===== config.mk =====
export PLATFORM = sky130hd
export DESIGN_NAME = pu_msp430_reset_ctrl
export DESIGN_NICKNAME = d
export VERILOG_FILES = /design/src/rtl/pu_msp430_reset_pkg.sv /design/src/rtl/pu_msp430_rst_stretch.sv /design/src/rtl/pu_msp430_reset_ctrl.sv
export SDC_FILE = /design/constraint.sdc
export NUM_CORES = 1
export LEC_CHECK = 0
export CAP_MARGIN = 20
export CORE_AREA = 2 2 39 41
export CTS_BUF_LIST = sky130_fd_sc_hd__clkbuf_8
export DETAILED_ROUTE_END_ITERATION = 10
export DIE_AREA = 0 0 41 43
export GPL_TIMING_DRIVEN = 0
export PLACE_DENSITY = 0.65
export SYNTH_ARGS = -nofsm -noshare
export SYNTH_HDL_FRONTEND = slang
export SYNTH_SLANG_ARGS = --single-unit

===== constraint.sdc =====
create_clock -name clk -period 1.5 [get_ports clk]
set_input_delay 0.375 -clock clk [delete_from_list [all_inputs] [get_ports clk]]
set_output_delay 0.375 -clock clk [all_outputs]
set_load 0.01 [all_outputs]

===== src/rtl/pu_msp430_reset_pkg.sv =====
// Shared types and constants for the MSP430 reset sequencer.
package pu_msp430_reset_pkg;

    // Sequencer phases: power-on hold, power-up-clear hold, normal run
    typedef enum logic [1:0] {
        RST_POR = 2'd0,
        RST_PUC = 2'd1,
        RST_RUN = 2'd2
    } rst_state_e;

    // Bit positions inside rst_cause
    localparam int CAUSE_WDT  = 0;
    localparam int CAUSE_SOFT = 1;
    localparam int CAUSE_DBG  = 2;

    // Larger of two integers, used to size the shared stretch counter
    function automatic int imax(input int a, input int b);
        return (a > b) ? a : b;
    endfunction

endpackage


===== src/rtl/pu_msp430_rst_stretch.sv =====
// Terminal-count stretch counter shared by the POR and PUC hold phases.
// The terminal value is an input so that one counter serves both phases.
module pu_msp430_rst_stretch #(
    parameter int CNT_W = 3
) (
    input  logic             clk,
    input  logic             reset_n,
    input  logic             clr,
    input  logic             inc,
    input  logic [CNT_W-1:0] last,
    output logic [CNT_W-1:0] cnt,
    output logic             done
);

    // Counter: clear has priority over increment
    always_ff @(posedge clk or negedge reset_n) begin
        if (!reset_n)
            cnt <= '0;
        else if (clr)
            cnt <= '0;
        else if (inc)
            cnt <= cnt + CNT_W'(1);
    end

    assign done = (cnt == last);

endmodule


===== src/rtl/pu_msp430_reset_ctrl.sv =====
// MSP430 reset sequencer: produces ordered por / puc_rst from the reset pin
// and the watchdog, software and debug requests, plus a sticky cause register.
module pu_msp430_reset_ctrl
    import pu_msp430_reset_pkg::*;
#(
    parameter int POR_CYCLES = 4,
    parameter int PUC_CYCLES = 4
) (
    input  logic       clk,
    input  logic       reset_n,
    input  logic       wdt_reset,
    input  logic       soft_reset,
    input  logic       dbg_en,
    input  logic       dbg_cpu_reset,
    input  logic       cause_clr,
    output logic       por,
    output logic       puc_rst,
    output logic [2:0] rst_cause,
    output logic       busy
);

    localparam int CNT_W = $clog2(imax(POR_CYCLES, PUC_CYCLES)) + 1;
    localparam logic [CNT_W-1:0] POR_LAST = CNT_W'(POR_CYCLES - 1);
    localparam logic [CNT_W-1:0] PUC_LAST = CNT_W'(PUC_CYCLES - 1);

    rst_state_e       state_q, state_d;
    logic [1:0]       rst_sync;
    logic             int_rst;
    logic [2:0]       req_vec;
    logic             any_req;
    logic             cnt_clr, cnt_inc, cnt_done;
    logic [CNT_W-1:0] cnt_last, cnt;

    // Reset-pin synchronizer: asserts with reset_n, releases on the 2nd edge
    always_ff @(posedge clk or negedge reset_n) begin
        if (!reset_n)
            rst_sync <= 2'b11;
        else
            rst_sync <= {rst_sync[0], 1'b0};
    end

    assign int_rst = rst_sync[1];

    // Request vector; debug reset only counts while the debug port is enabled
    always_comb begin
        req_vec             = '0;
        req_vec[CAUSE_WDT]  = wdt_reset;
        req_vec[CAUSE_SOFT] = soft_reset;
        req_vec[CAUSE_DBG]  = dbg_en & dbg_cpu_reset;
    end

    assign any_req = |req_vec;

    pu_msp430_rst_stretch #(.CNT_W(CNT_W)) u_stretch (
        .clk     (clk),
        .reset_n (reset_n),
        .clr     (cnt_clr),
        .inc     (cnt_inc),
        .last    (cnt_last),
        .cnt     (cnt),
        .done    (cnt_done)
    );

    // State register
    always_ff @(posedge clk or negedge reset_n) begin
        if (!reset_n)
            state_q <= RST_POR;
        else
            state_q <= state_d;
    end

    // Next-state and counter control
    always_comb begin
        state_d  = state_q;
        cnt_clr  = 1'b0;
        cnt_inc  = 1'b0;
        cnt_last = POR_LAST;
        case (state_q)
            RST_POR: begin
                // Requests do not shorten or extend the power-on hold
                cnt_last = POR_LAST;
                if (int_rst) begin
                    cnt_clr = 1'b1;
                end else if (cnt_done) begin
                    state_d = RST_PUC;
                    cnt_clr = 1'b1;
                end else begin
                    cnt_inc = 1'b1;
                end
            end
            RST_PUC: begin
                // Any live request restarts the hold window
                cnt_last = PUC_LAST;
                if (any_req) begin
                    cnt_clr = 1'b1;
                end else if (cnt_done) begin
                    state_d = RST_RUN;
                    cnt_clr = 1'b1;
                end else begin
                    cnt_inc = 1'b1;
                end
            end
            RST_RUN: begin
                cnt_last = PUC_LAST;
                if (any_req) begin
                    state_d = RST_PUC;
                    cnt_clr = 1'b1;
                end
            end
            default: begin
                state_d = RST_POR;
                cnt_clr = 1'b1;
            end
        endcase
    end

    // Registered outputs derived from the next state, so they move on the
    // same edge as the state and never see request inputs combinationally
    always_ff @(posedge clk or negedge reset_n) begin
        if (!reset_n) begin
            por     <= 1'b1;
            puc_rst <= 1'b1;
            busy    <= 1'b1;
        end else begin
            por     <= (state_d == RST_POR);
            puc_rst <= (state_d != RST_RUN);
            busy    <= (state_d != RST_RUN);
        end
    end

    // Sticky cause: new requests win over a same-cycle clear, per bit
    always_ff @(posedge clk or negedge reset_n) begin
        if (!reset_n)
            rst_cause <= 3'b000;
        else
            rst_cause <= (rst_cause & {3{~cause_clr}}) | req_vec;
    end

endmodule

=== Word-level counts from Yosys, hierarchy flattened ===
Index checks and enable logic that the tools add are counted.

* Register bits after elaboration: 12
* Bits in latches: 0
* Bits in writable memories: 0
* ROM bits: 0
* Input bits: 7
* Output and inout bits: 6
* Logic and storage cells: 36
* Memories: 0

* Add/sub/neg operators: 1
* Multiply operators: 0
* Div/mod/pow operators: 0
* $lt $le $gt $ge: 0
* Eq/ne operators: 4
* Shifts and indexed selects: 0
* Multiplexer cells: 17
* Bitwise logic cells: 4
* Reductions and logical operators: 4

{| class="wikitable"
|+ Operators with widths
! operator !! number
|-
| two-way mux 2 bit || 5
|-
| two-way mux 1 bit || 7
|-
| two-way mux 3 bit || 2
|-
| one-hot mux 2 bit (3 select lines) || 1
|-
| logical NOT 2 bit || 2
|-
| adder 3 x 1 -> 3 bit, second input constant || 1
|-
| AND 3 bit || 1
|-
| equality test 3 x 2 -> 1 bit, second input constant || 1
|-
| bitwise OR 3 bit || 1
|-
| one-hot mux 1 bit (3 select lines) || 1
|-
| OR reduction 3 bit || 1
|-
| equality test 2 x 1 -> 1 bit, second input constant || 1
|-
| equality test 2 bit, second input constant || 1
|-
| inequality test 2 bit, second input constant || 1
|-
| one-hot mux 1 bit (2 select lines) || 1
|-
| nonzero test 2 bit || 1
|-
| AND 1 bit || 1
|-
| NOT 1 bit || 1
|}

=== Depth between registers and ports, before layout ===
* Depth in word-level cells: 6
* Gate-level depth with buffers: 5
* Mapped depth without buffers: 5

=== By module ===
Synthesis repeated with hierarchy kept, for this count alone.

* Cells, all modules: 48
* Area, all modules: 555.5 um^2

{| class="wikitable"
|+ Modules (own cells, without submodules)
! module !! instances !! cells an instance !! area each (um^2) !! sequential area each (um^2)
|-
| pu_msp430_reset_ctrl || 1 || 33 || 379.1 || 230.2
|-
| pu_msp430_rst_stretch || 1 || 15 || 176.4 || 75.1
|}

=== Worst setup path before layout ===
No wires, ideal clock.

* Path kind: register to register
* From: register u_stretch.cnt[0]
* To: register state_q[0]
* Setup time: 0.137 ns
* Arrival time: 1.151 ns
* Data required time: 1.363 ns
* Slack: 0.212 ns
* Cell stages (with the launch flop): 6
* Path buffers: 0
* Period minus slack after synthesis: 1.288 ns
* Cell sequence: dfrtp_1 -> ha_1 -> ha_1 -> nor2b_1 -> o21ai_0 -> a211oi_1

* Word-level cells in the longest chain between the ends: 4
* Elaborated cells between the ends (all ways): 6
* Those cells by class: eq/ne: 1; mux: 5

{| class="wikitable"
|+ RTL lines
! what !! RTL line !! RTL
|-
| start, declared || pu_msp430_rst_stretch.sv:11 || <nowiki>output logic [CNT_W-1:0] cnt,</nowiki>
|-
| start signal, assigned || pu_msp430_rst_stretch.sv:22 || <nowiki>cnt <= cnt + CNT_W'(1);</nowiki>
|-
| equality test 3 x 2 -> 1 bit * || pu_msp430_rst_stretch.sv:25 || <nowiki>assign done = (cnt == last);</nowiki>
|-
| two-way mux 2 bit, on equally long branches || pu_msp430_reset_ctrl.sv:96, pu_msp430_reset_ctrl.sv:84 ||
|-
| two-way mux 2 bit, on equally long branches || pu_msp430_reset_ctrl.sv:94, pu_msp430_reset_ctrl.sv:82 ||
|-
| one-hot mux 2 bit (3 select lines) * || pu_msp430_reset_ctrl.sv:78 || <nowiki>case (state_q)</nowiki>
|-
| via state_d[0] || pu_msp430_reset_ctrl.sv:26 || <nowiki>rst_state_e state_q, state_d;</nowiki>
|-
| end signal, assigned || pu_msp430_reset_ctrl.sv:69 || <nowiki>state_q <= state_d;</nowiki>
|-
| end, declared || pu_msp430_reset_ctrl.sv:26 ||
|}

Mark *: on every way through the listed nets, which the timed path passes. The rest lies on a longest branch.
A chain may end at the register's enable or synchronous reset.

=== Worst setup path after layout ===
* From: register busy
* To: output port busy

{| class="wikitable"
|+ RTL lines
! what !! RTL line !! RTL
|-
| start, declared || pu_msp430_reset_ctrl.sv:19 || <nowiki>output logic busy</nowiki>
|-
| start signal, assigned || pu_msp430_reset_ctrl.sv:127 || <nowiki>busy <= (state_d != RST_RUN);</nowiki>
|}

No word-level cell between the ends.

==> out/results.ini <==
[run_status]
status = finished, final reports clean

[logic_synthesis]
ys_seq_area_frac = 0.600
synth-seq-cells = 12
synth_cell_type_count = 21
syn_avg_cell_area_um2 = 11.8
yosys_warnings = 0
netlist_area_um2 = 509
synth_cells = 43
synth.net_count = 52

[sta]
period_needed_ns = 1.39
fin_ws_ns = 0.105
hold_viol_final = 0
setup_viol = 0
fmax_mhz = 717
rsz0062_at_grt = false
tightest_slew_ns = 0.514
fin_crit_sh = 0.930
timing.setup.tns_ns = 0
slew-limit-headroom = 0.656
skew_ns = 0.00266
slew_violations = 0

[clock_tree]
clock_sinks = 12
clk-insertion-delay-late_ns = 0.24
max-clock-path-buffers = 2
htree_levels = 1
cts_made_buffers = 3
clock-root-buffer = clkbuf_8
clk_pin_slew_ns = 0.05
cts_tree = done

[drt]
vias = 355
wl_per_cell_um = 10.9
via_per_inst = 4.67
drt_iter0_drc = 1
drc = 0
drt_wl_total_um = 831
ant_nets = 0
first_pass_iters = 4

[placement]
placed_cells = 71
hpwl_um = 579
port_buffers = 12
dp_slack_ns = -0.198
routabilityCongestion = 0.667

[power]
p_per_area_nw_per_um2 = 1300
ir_drop_uv = 543
power_mw = 0.916
power_leakage_nw = 0.304

[layout]
syn2layout_area_growth_pct = 38.1
nets = 70
fin_cells = 76
fillers = 133
drive_gt1_frac = 0.217
multi_input_area_um2 = 181
fin_util = 0.508
diodes = 0
regArea_um2 = 305
layout_commonest_cell = dfrtp_1
final_cell_mix = dfrtp_1 (8), clkdlybuf4s50_1 (6), dlygate4sd2_1 (5)

[setup_path]
critPathMaxStageDelay_ns = 0.52
critPathLaunchType = register
worst-endpoint-arrival_ns = 1.02
path_class = reg -> out
slowest_stage = dfstp_2
required_ns = 1.12
path_delay_family = flip-flops
path_buf_inv = 1
critPathMaxFanout = 2
endpoint_kind = output pin
path_cells = dlygate4sd2_1

[grt]
grt_max_degree = 13
grt_usage = 0.136
grt_pass1_vias = 320
overflow = 0
grt_pass1_wl_um = 1420
grt_antenna_before_repair = 0

[floorplanning]
start_util = 0.368
core_um2 = 1380
die_y_um = 43
io_pins = 13
die_w_um = 41
rows = 14
die_area_um2 = 1760

[run]
maxCapViolations = 0

[hold_path]
hp-class = reg -> reg

-- Yosys cell counts, drive strengths merged --
cell type,instances,area share
dfrtp,8,0.39
dfstp,4,0.21
inv,4,0.029
nor2b,4,0.049
o21ai,4,0.039
nand3,3,0.029
a211oi,2,0.054
a21o,2,0.029
ha,2,0.049
a21oi,1,0.0098
a22o,1,0.017
a31oi,1,0.012
and3,1,0.012
buf,1,0.015
conb,1,0.0074
nand2,1,0.0074
nor4,1,0.012
or2,1,0.012
or2b,1,0.015
-- stage by stage --
stage,cell area (um^2),hold slack (ns)
4_1_cts,697,0.356
6_report,703,0.355
5_1_grt,703,0.361
3_3_place_gp,649,0.346
3_5_place_dp,649,0.349
2_1_floorplan,509,0.0794
-- report_power, final --
part	switching (mW)	total (mW)	internal [mW]
registers	0.0321	0.412	0.380
logic	0.0718	0.148	0.0762
clock network	0.124	0.356	0.232
total	0.228	0.916	0.689
-- registers in the layout, summed over array words and instances, names as in the netlist --
| signal | count |
|---|---|
| u_stretch.cnt | 3 |
| rst_cause | 3 |
| busy | 1 |
| rst_sync | 2 |
| por | 1 |
| state_q | 2 |
-- cell families after synthesis --
family | after synthesis | synth area share
buf+inv | 5 | 0.0442
other cells | 1 | 0.00736
simple gates | 12 | 0.138
flops | 12 | 0.600
compound gates | 11 | 0.162
fa+ha+maj | 2 | 0.0491
-- layout make-up --
cell class | instances | share of cell area
sequential | 12 | 0.434
multi-input combinational | 26 | 0.258
timing repair buffer | 13 | 0.169
clock buffer | 4 | 0.0783
tap | 16 | 0.0285
inverter | 4 | 0.0214
buffer | 1 | 0.0107
-- per-layer routing --
layer,vias to the layer above,wire length (um),GRT usage
met5,-,0,0
met3,5,56,0.0628
met1,159,413,0.174
met2,13,311,0.144
li1,178,-,-
met4,0,49,0.160
-- path summary, 6_finish.rpt --
kind | slack, ns | end | startpoint | cells after the start
worst max-delay path | 0.11 | busy | busy | 1
worst min-delay path | 0.35 | rst_sync[1] | rst_sync[0] | 0
worst max register to register | 0.14 | state_q[0] | u_stretch.cnt[0] | 5
worst min register to register | 0.35 | rst_sync[1] | rst_sync[0] | 0
max in group asynchronous | 0.67 | rst_sync[0] | reset_n | 1
min in group asynchronous | 0.47 | u_stretch.cnt[2] | reset_n | 1
-- what timing repair did --
item,in CTS,in global routing
pin swaps,0,1
buffers inserted,0,1
hold buffers,0,0
endpoints found under the setup margin,6,3
gates resized for setup,6,2
No activity file was read; power rests on OpenSTA's default activity.
